## src/rtl/lc3b_types.sv

```systemverilog
// Shared LC-3b types: register index type and scoreboard counter layout.
package lc3b_types;

    typedef logic [2:0] lc3b_reg;

    // Pending counters 0..7 track R0..R7; index 8 tracks the condition codes.
    localparam int NUM_REGS = 8;
    localparam int CC_IDX   = 8;
    localparam int NUM_CNT  = 9;

endpackage

```

## src/rtl/reg_scoreboard_pend_counter.sv

```systemverilog
// pend_counter: saturating up/down pending-write counter with underflow pulse.
// A simultaneous increment and decrement cancel and leave the count unchanged.
module pend_counter #(
    parameter int CNT_W = 2
) (
    input  logic             clk,
    input  logic             reset,
    input  logic             inc,
    input  logic             dec,
    output logic [CNT_W-1:0] count,
    output logic             nonzero,
    output logic             at_max,
    output logic             is_one,
    output logic             underflow
);

    localparam logic [CNT_W-1:0] CNT_MAX = '1;
    localparam logic [CNT_W-1:0] CNT_ONE = CNT_W'(1);

    logic [CNT_W-1:0] count_q;
    logic [CNT_W-1:0] count_d;

    // Next count: saturate at max, clamp at zero and flag the bad decrement.
    always_comb begin
        count_d   = count_q;
        underflow = 1'b0;
        if (inc && !dec) begin
            if (count_q != CNT_MAX) begin
                count_d = count_q + CNT_ONE;
            end
        end else if (dec && !inc) begin
            if (count_q == '0) begin
                underflow = 1'b1;
            end else begin
                count_d = count_q - CNT_ONE;
            end
        end
    end

    // Count register with synchronous clear.
    always_ff @(posedge clk) begin
        if (reset) begin
            count_q <= '0;
        end else begin
            count_q <= count_d;
        end
    end

    assign count   = count_q;
    assign nonzero = (count_q != '0);
    assign at_max  = (count_q == CNT_MAX);
    assign is_one  = (count_q == CNT_ONE);

endmodule

```

## src/rtl/reg_scoreboard.sv

```systemverilog
// reg_scoreboard: in-order issue interlock for an LC-3b pipeline. Tracks
// pending writes per register and for CC, and stalls decode on RAW hazards
// or when a pending counter would overflow.
// Optional feature: define SCOREBOARD_WB_BYPASS_EN to let a source whose last
// pending write retires this cycle issue immediately (regfile writes through).
module reg_scoreboard
    import lc3b_types::*;
#(
    parameter int CNT_W = 2
) (
    input  logic       clk,
    input  logic       reset,
    input  logic       id_valid,
    input  logic       id_uses_sr1,
    input  logic       id_uses_sr2,
    input  lc3b_reg    id_sr1,
    input  lc3b_reg    id_sr2,
    input  logic       id_writes_dest,
    input  lc3b_reg    id_dest,
    input  logic       id_uses_cc,
    input  logic       id_sets_cc,
    input  logic       ex_stall,
    input  logic       flush,
    input  logic       wb_load,
    input  lc3b_reg    wb_dest,
    input  logic       wb_sets_cc,
    output logic       issue,
    output logic       stall_id,
    output logic [7:0] busy,
    output logic       cc_busy,
    output logic       err_underflow
);

    logic [NUM_CNT-1:0] inc_vec;
    logic [NUM_CNT-1:0] dec_vec;
    logic [NUM_CNT-1:0] cnt_nonzero;
    logic [NUM_CNT-1:0] cnt_at_max;
    logic [NUM_CNT-1:0] cnt_is_one;
    logic [NUM_CNT-1:0] cnt_uflow;
    logic [NUM_CNT-1:0] src_pending;

    logic sr1_blk;
    logic sr2_blk;
    logic cc_blk;
    logic hazard;
    logic err_q;
    logic err_d;

    // A pending count blocks a reader; with bypass, the final retiring write does not.
    always_comb begin
        for (int i = 0; i < NUM_CNT; i++) begin
`ifdef SCOREBOARD_WB_BYPASS_EN
            src_pending[i] = cnt_nonzero[i] & ~(cnt_is_one[i] & dec_vec[i]);
`else
            src_pending[i] = cnt_nonzero[i];
`endif
        end
    end

    // Hazard detection and issue/stall handshake; sr1==sr2 collapses naturally.
    always_comb begin
        sr1_blk  = id_uses_sr1 & src_pending[id_sr1];
        sr2_blk  = id_uses_sr2 & src_pending[id_sr2];
        cc_blk   = id_uses_cc & src_pending[CC_IDX];
        hazard   = sr1_blk | sr2_blk | cc_blk
                 | (id_writes_dest & cnt_at_max[id_dest])
                 | (id_sets_cc & cnt_at_max[CC_IDX]);
        issue    = id_valid & ~flush & ~ex_stall & ~hazard & ~reset;
        stall_id = id_valid & ~flush & (hazard | ex_stall);
    end

    // Per-counter increment on issue and decrement on writeback.
    always_comb begin
        for (int i = 0; i < NUM_REGS; i++) begin
            inc_vec[i] = issue & id_writes_dest & (id_dest == 3'(i));
            dec_vec[i] = wb_load & (wb_dest == 3'(i));
        end
        inc_vec[CC_IDX] = issue & id_sets_cc;
        dec_vec[CC_IDX] = wb_sets_cc;
    end

    generate
        for (genvar gi = 0; gi < NUM_CNT; gi++) begin : g_cnt
            logic [CNT_W-1:0] count_unused;
            pend_counter #(
                .CNT_W(CNT_W)
            ) u_cnt (
                .clk       (clk),
                .reset     (reset),
                .inc       (inc_vec[gi]),
                .dec       (dec_vec[gi]),
                .count     (count_unused),
                .nonzero   (cnt_nonzero[gi]),
                .at_max    (cnt_at_max[gi]),
                .is_one    (cnt_is_one[gi]),
                .underflow (cnt_uflow[gi])
            );
        end
    endgenerate

    // Sticky underflow accumulation.
    always_comb begin
        err_d = err_q | (|cnt_uflow);
    end

    // Underflow flag register, cleared only by reset.
    always_ff @(posedge clk) begin
        if (reset) begin
            err_q <= 1'b0;
        end else begin
            err_q <= err_d;
        end
    end

    assign busy          = cnt_nonzero[NUM_REGS-1:0];
    assign cc_busy       = cnt_nonzero[CC_IDX];
    assign err_underflow = err_q & ~reset;

endmodule

```

## config.mk

```make
export PLATFORM = sky130hd
export DESIGN_NAME = reg_scoreboard
export DESIGN_NICKNAME = d
export VERILOG_FILES = /design/src/rtl/lc3b_types.sv /design/src/rtl/reg_scoreboard_pend_counter.sv /design/src/rtl/reg_scoreboard.sv
export SDC_FILE = /design/constraint.sdc
export NUM_CORES = 1
export LEC_CHECK = 0
export ABC_AREA = 1
export CAP_MARGIN = 10
export CORE_MARGIN = 2
export CORE_UTILIZATION = 55
export DETAILED_ROUTE_END_ITERATION = 10
export GPL_ROUTABILITY_DRIVEN = 1
export GPL_TIMING_DRIVEN = 0
export PLACE_DENSITY_LB_ADDON = 0.08
export SLEW_MARGIN = 25
export SYNTH_ARGS = -nofsm -noshare
export SYNTH_HDL_FRONTEND = slang
export SYNTH_SLANG_ARGS = --single-unit
```

## constraint.sdc

```tcl
create_clock -name clk -period 3.65 [get_ports clk]
set_input_delay 0.365 -clock clk [delete_from_list [all_inputs] [get_ports clk]]
set_output_delay 0.365 -clock clk [all_outputs]
set_load 0.01 [all_outputs]
```

# After elaboration in Yosys (flattened, before gate mapping)
# Index checks and enable logic that the tools add are counted.
dict set report word_totals {
  register_bits 19
  input_bits 24
  out_inout_bits 12
  wordCells 264
}
dict set report op_classes {
  n_addsub 18
  magnitude_cmp 3
  n_eq_ne 50
  n_mux 69
  n_bitwise 39
  n_reduce_logical 75
}
# op count
set op_table {}
lappend op_table {{2-to-1 mux 2 bit} 36}
lappend op_table {{!= test 2 bit, second input constant} 18}
lappend op_table {{nonzero test 2 bit} 18}
lappend op_table {{2-to-1 mux 1 bit} 30}
lappend op_table {{AND 1 bit} 29}
lappend op_table {{AND reduction 3 bit} 9}
lappend op_table {{== test 3 bit, second input constant} 8}
lappend op_table {{adder 2 x 1 -> 2 bit, second input constant} 9}
lappend op_table {{== test 2 bit, second input constant} 9}
lappend op_table {{logical AND 1 bit} 18}
lappend op_table {{logical NOT 1 bit} 18}
lappend op_table {{logical NOT 2 bit} 9}
lappend op_table {{!= test 2 x 1 -> 1 bit, second input constant} 9}
lappend op_table {{subtractor 2 x 1 -> 2 bit, second input constant} 9}
lappend op_table {{less-than comparator 3 x 5 -> 1 bit, second input constant} 3}
lappend op_table {{== test 3 x 2 -> 1 bit, second input constant} 4}
lappend op_table {{binary-select mux 1 bit (select 3 bit)} 3}
lappend op_table {{OR reduction 9 bit} 1}
lappend op_table {{== test 3 x 1 -> 1 bit, second input constant} 2}
lappend op_table {{logical NOT 3 bit} 2}
lappend op_table {{bitwise OR 1 bit} 6}
lappend op_table {{inverter 1 bit} 4}

# Depth between registers and ports, before layout
# Gate-level depths: netlist of run 1.
dict set report logic_depth {
  word_depth 19
  ltp_mapped 18
  ltp_nobuf 17
}

# By module
# A second synthesis of run 1 with hierarchy kept.
dict set report hier_totals {
  cells_unflattened 451
  hier_area_um2 2582.5
}
# mod n_inst cells_per_inst area_per_inst_um2 seq_area_each_um2
set modules_own_cells {}
lappend modules_own_cells {pend_counter 9 37 225.2 40.0}
lappend modules_own_cells {reg_scoreboard 1 118 555.5 20.0}

# Worst setup path before layout of run 1
# No wires, ideal clock.
dict set report synth_path {
  path_type {register to register}
  startpoint {register g_cnt[8].u_cnt.count_q[0]}
  endpoint {register g_cnt[1].u_cnt.count_q[0]}
  setup_time_ns 0.131
  arrival_time_ns 1.724
  t_required_ns 3.519
  path_slack_ns 1.795
  stages_incl_launch_ff 12
  n_path_buf 1
  period_less_slack_ns 1.855
  path_cell_list {dfxtp_1 nor2_2 inv_1 a211oi_4 nand3_2 nor2_4 buf_8 nand4_4 or2_4 nand2_2 nand2_1 nor3b_2}
}
dict set report synth_between {
  elab_chain_len 14
  elab_cells_between_ends 20
  classes_between {eq/ne (3); mux (1); bitwise (10); reduce/logical (6)}
}
# element line_no
set synth_rtl {}
lappend synth_rtl {{from (decl)} reg_scoreboard_pend_counter.sv:20} ;# logic [CNT_W-1:0] count_q;
lappend synth_rtl {{from (signal assigned)} reg_scoreboard_pend_counter.sv:45} ;# count_q <= count_d;
lappend synth_rtl {{nonzero test 2 bit *} reg_scoreboard_pend_counter.sv:50} ;# assign nonzero = (count_q != '0);
lappend synth_rtl {{named net cc_busy} reg_scoreboard.sv:30} ;# output logic cc_busy,
lappend synth_rtl {{AND 1 bit *} reg_scoreboard.sv:64} ;# cc_blk = id_uses_cc & src_pending[CC_IDX];
lappend synth_rtl {{bitwise OR 1 bit *} reg_scoreboard.sv:65} ;# hazard = sr1_blk | sr2_blk | cc_blk
lappend synth_rtl {{bitwise OR 1 bit *} reg_scoreboard.sv:66} ;# | (id_writes_dest & cnt_at_max[id_dest])
lappend synth_rtl {{bitwise OR 1 bit *} reg_scoreboard.sv:67} ;# | (id_sets_cc & cnt_at_max[CC_IDX]);
lappend synth_rtl {{inverter 1 bit *} reg_scoreboard.sv:68} ;# issue = id_valid & ~flush & ~ex_stall & ~hazard & ~reset;
lappend synth_rtl {{AND 1 bit * (2 in a row)} reg_scoreboard.sv:68}
lappend synth_rtl {{AND 1 bit * (2 in a row)} reg_scoreboard.sv:75} ;# inc_vec[i] = issue & id_writes_dest & (id_dest == 3'(i));
lappend synth_rtl {{logical NOT 1 bit} reg_scoreboard_pend_counter.sv:31} ;# end else if (dec && !inc) begin
lappend synth_rtl {{logical AND 1 bit} reg_scoreboard_pend_counter.sv:31}
lappend synth_rtl {{nonzero test 2 bit (no line)} --}
lappend synth_rtl {{AND reduction 3 bit (no line)} --}
lappend synth_rtl {{to (signal assigned)} reg_scoreboard_pend_counter.sv:45}
lappend synth_rtl {{to (decl)} reg_scoreboard_pend_counter.sv:20}
# Mark *: on every way through the listed nets, which the timed path passes. The rest lies on a longest branch.
# A chain may end at the register's enable or synchronous reset.

# Final worst setup path of run 1
dict set report layout_path {
  startpoint {input id_dest[0]}
  endpoint {output stall_id}
}
dict set report layout_between {
  elab_chain_len 7
}
# element line_no
set layout_rtl {}
lappend layout_rtl {{from (decl)} reg_scoreboard.sv:19} ;# input lc3b_reg id_dest,
lappend layout_rtl {{binary-select mux 1 bit (select 3 bit)} reg_scoreboard.sv:66}
lappend layout_rtl {{2-to-1 mux 1 bit (implied by the code)} reg_scoreboard.sv:66}
lappend layout_rtl {{AND 1 bit} reg_scoreboard.sv:66}
lappend layout_rtl {{bitwise OR 1 bit} reg_scoreboard.sv:66}
lappend layout_rtl {{bitwise OR 1 bit} reg_scoreboard.sv:67}
lappend layout_rtl {{bitwise OR 1 bit} reg_scoreboard.sv:69} ;# stall_id = id_valid & ~flush & (hazard | ex_stall);
lappend layout_rtl {{AND 1 bit} reg_scoreboard.sv:69}
lappend layout_rtl {{to (decl)} reg_scoreboard.sv:28} ;# output logic stall_id,
# Every way passes these cells. The select of a mux whose other input is x is not followed.

==> results.cfg, run 1 <==
[timing]
final_max_slew_viol_count = 0
setup_viol = 0
fmax_mhz = 352
finClkSkew_ps = 7.54
relSlewSlack_pct = 62.8
fin_crit_ps = 2840
rsz0062_at_grt = false
tightest_slew_ps = 558
timing.final.crit_share_pct = 77.8
tns_ps = 0
finalWorstSetupSlack_ps = 812
hold_viol = 0

[die]
chipHeight_um = 60.0
die_w_um = 60.0
core_area_mm2 = 0.00303
dieArea_mm2 = 0.00360
initial_core_util_pct = 57.0
rows = 20
io_pins = 36

[placed_design]
dp_hpwl_mm = 3.36
pre_cts_slack_ps = 849
placed_cells = 367
portBuffers = 33
gp_congestion = 1.02

[setup_path]
critPathSlowestCell = clkdlybuf4s50_1
startpoint_type = input port
r2r_slack_ps = 1490
cp_data_arrival_time_ps = 2470
path_max_fanout = 10
cpMostUsedCell = nand2_1
r2r_cells = 15
crit_type = in -> out
worstPathCellList = clkdlybuf4s50_1 > inv_1 > nand2_1 > nor2_1 > nor2_1 > nand2_1 > nand2_1 > nand2_1 > nand3_2 > nor2_4 > buf_8 > nor3_1 > clkdlybuf4s50_1
critical_path_required_ps = 3280
slowest_delay_ps = 590
crit_path_end_kind = primary output

[worst_hold_path]
hold_depth = 2
hp-class = in -> reg

[clocking]
postCtsSetupBuffers = 0
cts_made_buffers = 3
root_buffer = clkbuf_4
cts_tree = yes
clk_pin_slew_ps = 120
worstSkewPairLatency_ps = 320
cts_resized = 0
cts_max_level = 1
numClockSinks = 19
cts_hold_buf = 0
clockBufferDepth = 2

[run]
maxCapViolCount = 0

[pwr]
peakVddDrop_v = 0.000154
p_int_uw = 302
p_switching_uw = 136
cellPowerDensity_mw_per_mm2 = 205
p_seq_share_pct = 47.9
combPwrFrac_pct = 25.0
switching_share_pct = 31.0
p_leak_uw = 0.00106
clockPowerShare_pct = 27.2

[synthesis]
synth_cells = 290
postSynthAreaPerCell_um2 = 5.95
yosys.area_share.adder_pct = 0
ys.flop_type = dfxtp_1
synth_compound_area_share_pct = 9.35
syn_nets = 314
seq_area_frac_synth_pct = 22.0
yosysWarnings = 0
synthArstFlopShare_pct = 0
synth_top_family_by_area = simple AND/OR/NAND/NOR gates
ys_ff_latch = 19
synth-xor-area-share_pct = 0.508
synth_edf_count = 0
synthesis.area_mm2 = 0.00173
synthMuxAreaShare_pct = 0
synth_cell_types = 35
synth_simple_gate_area_share_pct = 52.4

[layout]
register_area_um2 = 380
fillCellCount = 283
nets = 352
multi_input_area_mm2 = 0.00107
area_delta_synth_final_pct = 23.9
drive_above_1_share_pct = 11.6
n_antenna_cell = 0
final_cells = 371

[route]
wl_per_cell_um = 11.6
dr.first_iter.drc_count = 128
wirelength_mm = 4.30
vias_per_cell = 5.11
drc = 0
vias = 1895
drtPass1Iterations = 4
ant_nets = 0

[global_routing]
grt_max_degree = 11
grt_pass1_vias = 1672
antenna_found_initial = 0
overflow = 0
grt_usage_pct = 25.9
grt_pass1_wl_mm = 7.08

[status]
status = finished clean
## layout make-up
type / count / share of cell area, %
Inverter: 43 / 7.55
Clock buffer: 4 / 1.23
Buffer: 13 / 5.09
Tap cell: 44 / 2.58
Multi-Input combinational cell: 215 / 50.3
Sequential cell: 19 / 17.8
Timing Repair Buffer: 33 / 15.5
## cells by family after synthesis
logic type | count (synthesis)
AND/OR/NAND/NOR | 187
buffers and inverters | 56
AO/OA/AOI/OAI | 27
flip-flops | 19
XOR/XNOR | 1
## cell usage after synthesis, types with 2 or more instances
cell type	n	area, um^2
a21oi_1	12	60.1
buf_4	8	60.1
buf_6	2	22.5
dfxtp_1	19	380
inv_1	42	158
nand2_1	67	251
nand2_2	3	18.8
nand3_1	42	210
nand3_2	4	40.0
nand3b_1	2	15.0
nand4_1	7	43.8
nand4_2	2	25.0
nor2_1	43	161
nor2_2	5	31.3
nor3_1	2	10.0
o21ai_0	7	35.0
o21ai_1	3	15.0
or2_1	3	18.8
## path summary, 6_finish.rpt
kind | start | endpoint
max | id_dest[0] | stall_id
min | reset | g_cnt[5].u_cnt.count[0]
max reg2reg | g_cnt[7].u_cnt.count[0] | err_q
min reg2reg | g_cnt[2].u_cnt.count[0] | g_cnt[2].u_cnt.count[0]
## stage by stage
stage / area, um^2 / util [%] / power [uW] / hold slack, ps
floorplan: 1730 / - / 277 / 448
global placement: 2110 / 69.7 / 321 / 468
detailed placement: 2110 / 69.7 / 322 / 478
CTS: 2140 / 70.6 / 439 / 464
global route: 2140 / 70.6 / 457 / 522
finish: 2140 / 70.6 / 438 / 474
## worst max-delay path: cells and delay by family
kind | cells | cell delay [ps]
buf+inv | 4 | 1370
simple gates | 9 | 730
## layout by cell type (no fill, tap or decap), types with 2 or more instances in the layout
cell / count
clkbuf_1: 2
clkbuf_4: 4
nor2_2: 5
clkdlybuf4s50_1: 33
nand3_1: 42
nand3_2: 4
nand2_2: 3
nand4_2: 2
inv_1: 42
or2_1: 3
buf_6: 2
nand4_1: 7
nor2_1: 43
o21ai_0: 7
nand3b_1: 2
buf_4: 8
a21oi_1: 12
dfxtp_1: 19
o21ai_1: 3
nor3_1: 2
nand2_1: 67
## power by group through the flow
| stage | logic [uW] | clock network [uW] | registers, uW |
|---|---|---|---|
| finish | 109 | 119 | 210 |
| global placement | 107 | 0 | 214 |
| global route | 120 | 127 | 210 |
| CTS | 109 | 121 | 210 |
| detailed placement | 108 | 0 | 214 |
| floorplan | 62.6 | 0 | 214 |
## flip-flops by register name, indices dropped and copies added (netlist names)
signal	count
err_q	1
g_cnt.u_cnt.count	18
## layer usage
layer  vias up  share of wire [%]  track usage [%]
met1       828                 46             33.9
met2        60                 47             44.4
met3         5                5.7             2.81
li1       1002                  -                -
met4         0                1.2             7.94
met5         -                  0                0
No activity file was read; power rests on OpenSTA's default activity.
==> run 2: changes to the inputs <==
--- a/config.mk
+++ b/config.mk
@@ -8,7 +8,7 @@
 export ABC_AREA = 1
 export CAP_MARGIN = 10
 export CORE_MARGIN = 2
-export CORE_UTILIZATION = 55
+export CORE_UTILIZATION = 51
 export DETAILED_ROUTE_END_ITERATION = 10
 export GPL_ROUTABILITY_DRIVEN = 1
 export GPL_TIMING_DRIVEN = 0
==> constraint.sdc (replaced) <==
create_clock -name clk -period 2.7 [get_ports clk]
set_input_delay 0.27 -clock clk [delete_from_list [all_inputs] [get_ports clk]]
set_output_delay 0.27 -clock clk [all_outputs]
set_load 0.01 [all_outputs]
==> results.cfg, run 2 (synthesis results as in run 1) <==
[clocking]
cts_hold_buf = 0
worstSkewPairLatency_ps = 320
cts_tree = yes
clockBufferDepth = 2
root_buffer = clkbuf_4
clk_pin_slew_ps = 120
cts_max_level = 1
numClockSinks = 19
cts_made_buffers = 3

[route]
drc = 0
wirelength_mm = 4.17
wl_per_cell_um = 11.2
vias = 1898
dr.first_iter.drc_count = 71
drtPass1Iterations = 4
ant_nets = 0
vias_per_cell = 5.09

[global_routing]
grt_pass1_wl_mm = 7.33
antenna_found_initial = 0
grt_pass1_vias = 1675
grt_usage_pct = 23.1
grt_max_degree = 11
overflow = 0

[timing]
tns_ps = 0
tightest_slew_ps = 533
finClkSkew_ps = 4.50
fin_crit_ps = 2510
setup_viol = 0
hold_viol = 0
fmax_mhz = 399
relSlewSlack_pct = 64.4
worst_hold_slack_ps = 376
rsz0062_at_grt = false
timing.final.crit_share_pct = 92.8
final_max_slew_viol_count = 0

[layout]
final_common_cell = nand2_1
final_core_util_pct = 65.5
drive_above_1_share_pct = 12.5
area_delta_synth_final_pct = 24.7
mostFrequentLayoutCells = 67 x nand2_1, 42 x inv_1, 42 x nand3_1, 41 x nor2_1, 32 x clkdlybuf4s50_1
largest_reg_flops = 18
nets = 352
n_antenna_cell = 0

[die]
core_area_mm2 = 0.00328
die_w_um = 62.2
initial_core_util_pct = 52.5
chipHeight_um = 62.2
dieArea_mm2 = 0.00386
io_pins = 36
rows = 21

[setup_path]
crit_path_end_kind = primary output
r2r_slack_ps = 580
r2r_end = err_q
startpoint_type = input port
r2r_start = g_cnt[0].u_cnt.count[1]
r2r_cells = 14
crit_type = in -> out
cp_data_arrival_time_ps = 2240
critical_path_required_ps = 2430
critPathLaunch = id_dest[0]
path_max_fanout = 6

[placed_design]
dp_hpwl_mm = 3.34
portBuffers = 33
gp_congestion = 0.922

[worst_hold_path]
hp-class = in -> reg
hold_depth = 2
worstHoldStart = reset
whs_endpoint = g_cnt[1].u_cnt.count[1]

[run]
maxCapViolCount = 0

[status]
status = finished clean

[pwr]
cellPowerDensity_mw_per_mm2 = 273
p_leak_uw = 0.00108
peakVddDrop_v = 0.000168
-- run 2: cell count changes in the layout (fill, tap and decap cells not counted) --
cell | before | now
clkdlybuf4s50_1 | 33 | 32
dlymetal6s2s_1 | 0 | 1
nor2_1 | 43 | 41
nor2_2 | 5 | 7
nor3b_1 | 1 | 0
nor3b_2 | 1 | 2
-- run 2: through the flow --
| stage | cell area (um^2) | std cells | total power [uW] | worst slack [ps] |
|---|---|---|---|---|
| 4_1_cts | 2140 | 373 | 590 | 85.7 |
| 3_3_place_gp | 2110 | 369 | 434 | 87.6 |
| 5_1_grt | 2150 | 373 | 619 | 62.4 |
| 6_report | 2150 | 373 | 589 | 193 |
| 2_1_floorplan | 1730 | 290 | 374 | 845 |
| 3_5_place_dp | 2110 | 369 | 435 | 87.2 |
-- run 2: repair_timing --
action / in CTS / in global routing
gates resized for setup: 0 / 4
setup buffers: 0 / 0
endpoints found under the hold margin: 0 / 0
setup endpoints to repair: 0 / 2
-- run 2: worst max-delay path by stage --
stage	end	slack [ps]	depth (start not counted)
final	issue	190	11
after global routing	issue	60	10
after CTS	stall_id	90	13
after detailed placement	stall_id	90	13
after global placement	stall_id	90	13
after floorplan	g_cnt[1].u_cnt.count[0]	850	11
-- run 2: cell type report --
cell class              count  area, um^2
clock buffers               4        26.3
repair buffers             33         333
fillers                   327        1130
flip-flops and latches     19         380
inverters                  43         161
plain buffers              13         109
well taps                  46        57.6
multi-input cells         215        1080
-- run 2: critical path: stages --
cell and delay, ps:
clkdlybuf4s50_1 510, nor2_1 230, nand2_1 70, nand2_1 70, nor2_1 30, nand2_1 60, nand2_1 50, nand2_1 60
nand3_2 110, nor3b_2 190, clkdlybuf4s50_1 570
-- run 2: metal layers --
layer  up-vias  GRT usage (%)  routed length [um]
met5         -              0                   0
met4         0           7.78                  53
met3         5           3.08                 192
met2        44           39.4                1970
met1       842           30.2                1960
li1       1007              -                   -
-- run 2: report_power, final --
group          switching, uW  total [uW]  leakage (uW)  internal [uW]
sequential              1.08         283      0.000153            282
combinational           78.8         147      0.000915           67.9
clock                    100         158     0.0000150           57.9
